### config.mk
export PLATFORM = sky130hd
export DESIGN_NAME = ram_dp_arbiter
export DESIGN_NICKNAME = d
export VERILOG_FILES = /design/src/rtl/ram_dp_arbiter.sv
export SDC_FILE = /design/constraint.sdc
export NUM_CORES = 1
export LEC_CHECK = 0
export CORE_MARGIN = 2
export CORE_UTILIZATION = 30
export CTS_BUF_LIST = sky130_fd_sc_hd__clkbuf_8 sky130_fd_sc_hd__clkbuf_16
export CTS_CLUSTER_DIAMETER = 50
export CTS_CLUSTER_SIZE = 24
export DETAILED_ROUTE_END_ITERATION = 8
export GPL_TIMING_DRIVEN = 0
export PLACE_DENSITY = 0.83
export SETUP_SLACK_MARGIN = 0.1
export SLEW_MARGIN = 20
export SYNTH_ARGS = -nofsm -noshare
export SYNTH_HDL_FRONTEND = slang
export SYNTH_SLANG_ARGS = --single-unit
### constraint.sdc
create_clock -name clk -period 4.1 [get_ports clk]
set_input_delay 0.41 -clock clk [delete_from_list [all_inputs] [get_ports clk]]
set_output_delay 0.41 -clock clk [all_outputs]
set_load 0.02 [all_outputs]
### src/rtl/ram_dp_arbiter.sv
// ram_dp_arbiter
//   Shares one dual-port RAM (port A read, port B write, active-low enables)
//   between NumReq read requesters and NumReq write requesters. Each side has
//   its own round-robin arbiter. Read responses come back tagged with the
//   requester index after the RAM's read latency (1 + Pipelined cycles).
//
// Ports
//   clk, rst             clock (also RAM clkA/clkB), asynchronous active-high reset
//   rd_req/rd_addr       per-requester read request and address slices
//   rd_gnt               one-hot read grant (combinational)
//   wr_req/wr_addr/wr_data  per-requester write request, address, data slices
//   wr_gnt               one-hot write grant (combinational)
//   rd_valid/rd_id/rd_data  tagged read response; rd_data is 0 when not valid
//   ram_cenA/ram_aA      RAM read port enable (active-low) and address
//   ram_cenB/ram_aB/ram_d/ram_bw  RAM write port enable, address, data, bit mask
//   ram_q                RAM read data
module ram_dp_arbiter #(
  parameter int NumReq    = 4,
  parameter int AddrWidth = 12,
  parameter int DataWidth = 8,
  parameter int Pipelined = 0,
  localparam int IdWidth  = (NumReq > 2) ? $clog2(NumReq) : 1
) (
  input  logic                          clk,
  input  logic                          rst,
  input  logic [NumReq-1:0]             rd_req,
  input  logic [NumReq*AddrWidth-1:0]   rd_addr,
  output logic [NumReq-1:0]             rd_gnt,
  input  logic [NumReq-1:0]             wr_req,
  input  logic [NumReq*AddrWidth-1:0]   wr_addr,
  input  logic [NumReq*DataWidth-1:0]   wr_data,
  output logic [NumReq-1:0]             wr_gnt,
  output logic                          rd_valid,
  output logic [IdWidth-1:0]            rd_id,
  output logic [DataWidth-1:0]          rd_data,
  output logic                          ram_cenA,
  output logic [AddrWidth-1:0]          ram_aA,
  output logic                          ram_cenB,
  output logic [AddrWidth-1:0]          ram_aB,
  output logic [DataWidth-1:0]          ram_d,
  output logic [DataWidth-1:0]          ram_bw,
  input  logic [DataWidth-1:0]          ram_q
);

  // Response pipeline depth equals the RAM read latency.
  localparam int Depth = 1 + Pipelined;
  localparam logic [IdWidth-1:0] LastId = IdWidth'(NumReq - 1);

  // ---------------------------------------------------------------------------
  // Unpack the flat per-requester buses.
  // ---------------------------------------------------------------------------
  logic [AddrWidth-1:0] rd_addr_arr [NumReq];
  logic [AddrWidth-1:0] wr_addr_arr [NumReq];
  logic [DataWidth-1:0] wr_data_arr [NumReq];

  generate
    for (genvar gi = 0; gi < NumReq; gi++) begin : g_unpack
      assign rd_addr_arr[gi] = rd_addr[gi*AddrWidth +: AddrWidth];
      assign wr_addr_arr[gi] = wr_addr[gi*AddrWidth +: AddrWidth];
      assign wr_data_arr[gi] = wr_data[gi*DataWidth +: DataWidth];
    end
  endgenerate

  // ---------------------------------------------------------------------------
  // Round-robin pick: first asserted request at or above ptr, wrapping at
  // NumReq. Returns {found, index}. Walking the offsets from high to low lets
  // the closest-to-pointer requester overwrite any farther one.
  // ---------------------------------------------------------------------------
  function automatic logic [IdWidth:0] rr_pick(input logic [NumReq-1:0]  req,
                                               input logic [IdWidth-1:0] ptr);
    logic [IdWidth:0] pick;
    int               idx;
    pick = '0;
    for (int k = NumReq - 1; k >= 0; k--) begin
      idx = int'(ptr) + k;
      if (idx >= NumReq) begin
        idx = idx - NumReq;
      end
      if (req[idx]) begin
        pick = {1'b1, idx[IdWidth-1:0]};
      end
    end
    return pick;
  endfunction

  // Pointer advance wraps at NumReq, so ids >= NumReq never appear even when
  // NumReq is not a power of two.
  function automatic logic [IdWidth-1:0] ptr_after(input logic [IdWidth-1:0] win);
    return (win == LastId) ? '0 : win + 1'b1;
  endfunction

  // ---------------------------------------------------------------------------
  // Arbitration
  // ---------------------------------------------------------------------------
  logic [IdWidth-1:0]   rd_ptr_reg, rd_ptr_next;
  logic [IdWidth-1:0]   wr_ptr_reg, wr_ptr_next;
  logic                 rd_any, wr_any;
  logic [IdWidth-1:0]   rd_win, wr_win;
  logic [AddrWidth-1:0] rd_win_addr, wr_win_addr;
  logic [DataWidth-1:0] wr_win_data;
  logic                 addr_collision;
  logic                 rd_fire, wr_fire;

  assign {rd_any, rd_win} = rr_pick(rd_req, rd_ptr_reg);
  assign {wr_any, wr_win} = rr_pick(wr_req, wr_ptr_reg);

  assign rd_win_addr = rd_addr_arr[rd_win];
  assign wr_win_addr = wr_addr_arr[wr_win];
  assign wr_win_data = wr_data_arr[wr_win];

  // Same-address read and write in one cycle is an error at the RAM. The
  // write wins; the read stays pending and, retrying next cycle, observes
  // the freshly written word.
  assign addr_collision = rd_any && wr_any && (rd_win_addr == wr_win_addr);

  // Reset also masks the combinational grants so nothing reaches the RAM
  // while the pointers are being cleared.
  assign rd_fire = rd_any && !addr_collision && !rst;
  assign wr_fire = wr_any && !rst;

  generate
    for (genvar gi = 0; gi < NumReq; gi++) begin : g_gnt
      assign rd_gnt[gi] = rd_fire && (rd_win == IdWidth'(gi));
      assign wr_gnt[gi] = wr_fire && (wr_win == IdWidth'(gi));
    end
  endgenerate

  // ---------------------------------------------------------------------------
  // RAM interface. Idle address/data are forced to zero.
  // ---------------------------------------------------------------------------
  assign ram_cenA = !rd_fire;
  assign ram_aA   = rd_fire ? rd_win_addr : '0;
  assign ram_cenB = !wr_fire;
  assign ram_aB   = wr_fire ? wr_win_addr : '0;
  assign ram_d    = wr_fire ? wr_win_data : '0;
  assign ram_bw   = '1;

  // ---------------------------------------------------------------------------
  // Pointer registers: move past the winner on a grant, hold otherwise.
  // A stalled read (collision) leaves rd_ptr untouched so the same requester
  // wins the retry.
  // ---------------------------------------------------------------------------
  always_comb begin
    rd_ptr_next = rd_ptr_reg;
    wr_ptr_next = wr_ptr_reg;
    if (rd_fire) begin
      rd_ptr_next = ptr_after(rd_win);
    end
    if (wr_fire) begin
      wr_ptr_next = ptr_after(wr_win);
    end
  end

  always_ff @(posedge clk or posedge rst) begin
    if (rst) begin
      rd_ptr_reg <= '0;
      wr_ptr_reg <= '0;
    end else begin
      rd_ptr_reg <= rd_ptr_next;
      wr_ptr_reg <= wr_ptr_next;
    end
  end

  // ---------------------------------------------------------------------------
  // Response pipeline: {valid, id} travels alongside the RAM's read latency.
  // The id is zeroed for empty slots so rd_id rests at 0 between responses.
  // ---------------------------------------------------------------------------
  logic               pipe_valid_reg [Depth];
  logic [IdWidth-1:0] pipe_id_reg    [Depth];

  generate
    for (genvar gi = 0; gi < Depth; gi++) begin : g_pipe
      if (gi == 0) begin : g_head
        always_ff @(posedge clk or posedge rst) begin
          if (rst) begin
            pipe_valid_reg[gi] <= 1'b0;
            pipe_id_reg[gi]    <= '0;
          end else begin
            pipe_valid_reg[gi] <= rd_fire;
            pipe_id_reg[gi]    <= rd_fire ? rd_win : '0;
          end
        end
      end else begin : g_tail
        always_ff @(posedge clk or posedge rst) begin
          if (rst) begin
            pipe_valid_reg[gi] <= 1'b0;
            pipe_id_reg[gi]    <= '0;
          end else begin
            pipe_valid_reg[gi] <= pipe_valid_reg[gi-1];
            pipe_id_reg[gi]    <= pipe_id_reg[gi-1];
          end
        end
      end
    end
  endgenerate

  assign rd_valid = pipe_valid_reg[Depth-1];
  assign rd_id    = pipe_id_reg[Depth-1];
  // ram_q holds stale data between reads; present zeros unless a response
  // is actually being delivered.
  assign rd_data  = rd_valid ? ram_q : '0;

endmodule

* After elaboration in Yosys (flattened, before gate mapping)
Cells that the tools add are included.
Operators by class: add/sub/neg operators 16, multiply operators 0, div/mod/pow operators 0, order comparisons 18, equal/unequal tests 7, shifts and indexed selects 0, muxes and demuxes 56, bitwise operators 2, reduce and logical (&&, ||, !) cells 19
Operators with widths (number):
- less-than comparator 32 x 4 -> 1 bit (second input constant) | 8
- two-way mux 32 bit | 8
- two-way mux 12 bit | 6
- binary-select mux 12 bit (select 2 bit) | 2
- two-way mux 8 bit | 4
- greater-or-equal comparator 3 bit (second input constant) | 8
- two-way mux 3 bit | 8
- subtractor 3 x 3 -> 4 bit (second input constant) | 6
- binary-select mux 1 bit (select 2 bit) | 8
- binary-select mux 8 bit (select 2 bit) | 1
- two-way mux 1 bit | 16
- logical AND 1 bit | 13
- adder 2 x 2 -> 3 bit (second input constant) | 4
- == test 12 bit | 1
- == test 2 bit (second input constant) | 4
- subtractor 2 x 3 -> 4 bit (second input constant) | 2
- adder 2 x 1 -> 3 bit (second input constant) | 2
- greater-or-equal comparator 2 x 3 -> 1 bit (second input constant) | 2
- two-way mux 2 bit | 3
- inverter 2 -> 3 bit | 2
- adder 2 x 1 -> 2 bit (second input constant) | 2
- == test 2 x 1 -> 1 bit (second input constant) | 2
- zero test 1 bit | 4
- zero test 2 bit | 2
Storage, ports and cells: bits in registers 7, bits in latches 0, RAM bits 0, bits in read-only memories 0, input bits 146, word-level logic and storage cells 122, memories kept 0

* Longest topological paths before layout
depth in word-level cells 20, mapped depth 13

* Worst setup path before layout
OpenSTA, ideal clock, no wires.
path type input -> output, from input port wr_req[2], to output port ram_d[0], arrival time 2.847 ns, slack 0.843 ns, stages on the path 8, cell sequence nor2b_1 > a21o_1 > a211oi_4 > clkbuf_1 > buf_1 > clkbuf_1 > a211oi_1 > a211oi_1
On the way: word-level cells in the longest chain between the ends 12, elaborated cells between the ends (all ways) 22, classes of those cells mux (20); bitwise (1); reduce/logical (1)
RTL lines:
- from (decl) | line 29 | input logic [NumReq-1:0] wr_req,
- binary-select mux 1 bit (select 2 bit) | line 79 | if (req[idx]) begin
- two-way mux 1 bit (implied by the code) (2 in series) | line 79
- two-way mux 3 bit (3 in series) | line 79
- two-way mux 3 bit * | line 79
- inverter 2 -> 3 bit (implied by the code) | line 109 | assign wr_win_data = wr_data_arr[wr_win];
- binary-select mux 8 bit (select 2 bit) | line 109
- two-way mux 8 bit (implied by the code) (2 in series) | line 109
- two-way mux 8 bit * | line 135 | assign ram_d = wr_fire ? wr_win_data : '0;
- to (decl) | line 40 | output logic [DataWidth-1:0] ram_d,
Every way passes the cells marked *; elsewhere a longest branch is shown, timed or not. The select of a mux whose other input is x is not followed.

* Final worst setup path
from input port rd_req[1], to output port ram_aA[6]
On the way: word-level cells in the longest chain between the ends 17, elaborated cells between the ends (all ways) 27, classes of those cells eq/ne (1); mux (20); bitwise (1); reduce/logical (5)
RTL lines:
- from (decl) | line 26 | input logic [NumReq-1:0] rd_req,
- binary-select mux 1 bit (select 2 bit) | line 79
- two-way mux 1 bit (implied by the code) (2 in series) | line 79
- two-way mux 3 bit (3 in series) | line 79
- two-way mux 3 bit * | line 79
- inverter 2 -> 3 bit (implied by the code) | line 107 | assign rd_win_addr = rd_addr_arr[rd_win];
- binary-select mux 12 bit (select 2 bit) | line 107
- two-way mux 12 bit (implied by the code) (2 in series) | line 107
- == test 12 bit | line 114 | assign addr_collision = rd_any && wr_any && (rd_win_addr == wr_win_addr);
- logical AND 1 bit | line 114
- zero test 1 bit | line 118 | assign rd_fire = rd_any && !addr_collision && !rst;
- logical AND 1 bit (2 in series) | line 118
- two-way mux 12 bit * | line 132 | assign ram_aA = rd_fire ? rd_win_addr : '0;
- to (decl) | line 37 | output logic [AddrWidth-1:0] ram_aA,
Marked as above.

==> results.cfg <==
[synth]
ys.warnings.count = 0
synth.area.top_cells = mux2i_1 (28%), mux2_2 (13%), dfrtp_1 (8.6%)
postSynthAreaPerCell_um2 = 8.36
yosys_register_bits = 7
syn_area_um2 = 2050
synth-edff-count = 0
yosys.area.top_type = mux2i_1
synth.top_cells.by_count = mux2i_1 (57), nor2_1 (31), mux2_2 (24), a211oi_1 (16)
yosysSeqAreaShare_pct = 8.55
synth_most_common_cell = mux2i_1
netlist_instances = 245
async_flop_share_pct = 100
synth.distinct_cells = 30
synthFlopType = dfrtp_1
yosysTopAreaCellShare_pct = 27.9

[power]
power_per_cell_area_nw_per_um2 = 388
irDropWorstVdd_v = 0.000213
leakage_uw = 0.00187

[route]
via_per_inst = 4.73
drc = 0
vias = 2538
wire_per_inst_um = 15.5
postRouteAntennaNets = 0
firstDrtPassIters = 4
drtIter0Drc = 42
wl_um = 8320

[clocking]
h-tree-depth = 1
cts_buffers = 3
postCtsHoldBufs = 0
clk_pin_slew_worst_paths_ns = 0.04
clockBufferDepth = 2
tritoncts = done
cts_sinks = 7
cts_root_buf = clkbuf_8
clk_latency_ns = 0.23

[sta]
period_needed_ns = 3.87
finalClockSkew_ns = 0.00101
grt_setup_unrepaired = true
slew_viol_final = 0
fin_ws_ns = 0.227
finalSetupViolCount = 0
holdWs_ns = 0.525
finalHoldViolations = 0
fmax_mhz = 258
post-route-period-util_pct = 94.5

[die]
rows = 30
core_area_um2 = 6680
die_w_um = 86.6
dieArea_um2 = 7500
io_pins = 207
initial_core_util_pct = 30.7
die_h_um = 86.6

[critical_path]
cp_max_fo = 10
r2r_slack_ns = 1.10
required_ns = 3.69
critPathCaptureType = output pin
worst_setup_path_start_kind = input port
cp.arrival_ns = 3.46
worst-setup-path-type = in2out

[final_layout]
layout-drive-gt1-share_pct = 15.1
syn2layout_area_growth_pct = 105
insertedDiodeCount = 0
fillers = 619
nets = 612

[global_route]
overflow = 0
grt_pass1_vias = 2633
grt_pass1_wl_um = 12400
grt_max_degree = 21
antenna_found_initial = 0
grtUsageTotal_pct = 20.8

[place]
hpwl_um = 7380
place_congestion = 0.862
port_buffers = 198
place_ws_ns = -0.567

[run_status]
outcome = finished, final reports clean

[run]
maxCapViolCount = 0

[hold_path]
hp-class = in2async
worst paths after layout:
check | start | to | depth (start not counted)
hold reg to reg | wr_ptr_reg[0] | wr_ptr_reg[0] | 2
min in group clk | wr_ptr_reg[0] | wr_ptr_reg[0] | 2
setup reg to reg | wr_ptr_reg[1] | rd_ptr_reg[1] | 12
hold / removal | rst | rd_ptr_reg[1] | 2
max in group asynchronous | rst | wr_ptr_reg[0] | 2
setup / recovery | rd_req[1] | ram_aA[6] | 15
layout by cell type (no fill, tap or decap), types with 2 or more instances in the layout:
master	instances
clkdlybuf4s50_1	180
mux2i_1	57
nor2_1	31
mux2_2	24
a211oi_1	16
buf_4	13
xor2_1	12
clkbuf_2	12
and2_1	12
inv_1	11
nor2b_1	10
ha_1	8
conb_1	8
dfrtp_1	7
a21oi_1	6
buf_6	5
dlygate4sd2_1	5
buf_2	4
and3_1	4
nand2_1	4
nand2b_1	3
clkbuf_8	3
o32a_1	2
a21o_1	2
a211oi_4	2
nor4_2	2
clkbuf_1	2
clkdlybuf4s15_1	2
critical path: stages:
cell and delay [ns]:
clkdlybuf4s50_1 0.51, nand2b_4 0.15, a21oi_1 0.04, o32a_1 0.33, buf_2 0.18, buf_6 0.17, mux2i_1 0.12, mux2_2 0.29
xor2_1 0.16, nor4_2 0.25, nand4_2 0.19, nand2_4 0.14, buf_6 0.15, nor2_1 0.05, clkdlybuf4s15_1 0.30
metal layers:
| metal | track usage (%) | vias up | share of wire [%] |
|---|---|---|---|
| li1 | - | 1268 | - |
| met1 | 21.7 | 1134 | 38 |
| met2 | 40.8 | 125 | 52 |
| met3 | 5.71 | 11 | 8.7 |
| met4 | 4.55 | 0 | 1.4 |
| met5 | 0 | - | 0 |
logic make-up (layout without fill, tap and decap cells):
group,Yosys count,count (layout),synth area share (%)
xor gates and xnor gates,12,12,5.13
and+or+nand+nor,72,72,18.5
AOI/OAI and AO/OA,29,29,11.2
muxes,82,82,41.6
DFF,7,7,8.55
other,1,8,0.183
adders and majority gates,8,8,4.89
buffers and inverters,34,239,9.90
layout make-up:
| type | instances | area [um2] | area share (%) |
|---|---|---|---|
| sequential | 7 | 175 | 4.18 |
| clock buffer | 3 | 41.3 | 0.984 |
| tap | 80 | 100 | 2.39 |
| timing repair buffer | 202 | 1960 | 46.7 |
| clock inverter | 1 | 3.75 | 0.0895 |
| multi-input combinational | 211 | 1710 | 40.8 |
| inverter | 10 | 37.5 | 0.895 |
| buffer | 23 | 165 | 3.94 |
power by group:
part,switching [uW],internal (uW)
registers,27.8,92.2
logic,705,708
clock network,29.0,64.6
total,761,864
metrics by stage:
step	setup TNS, ns	instance area, um2	util (%)	cells	power (uW)
after detailed placement	-12.21	4160	62.2	530	1560
after CTS	0	4210	63.0	536	1650
final	0	4190	62.8	537	1630
after floorplan	0	2070	-	252	1030
after global placement	-9.65	4160	62.2	530	1530
after global routing	0	4190	62.8	537	1750
repair_timing:
action	CTS	global route
gates cloned	0	0
resized for setup	22	24
setup buffers	3	1
endpoints found under the setup margin	29	13
pin swaps	3	4
Power figures use the tool's default switching activity.
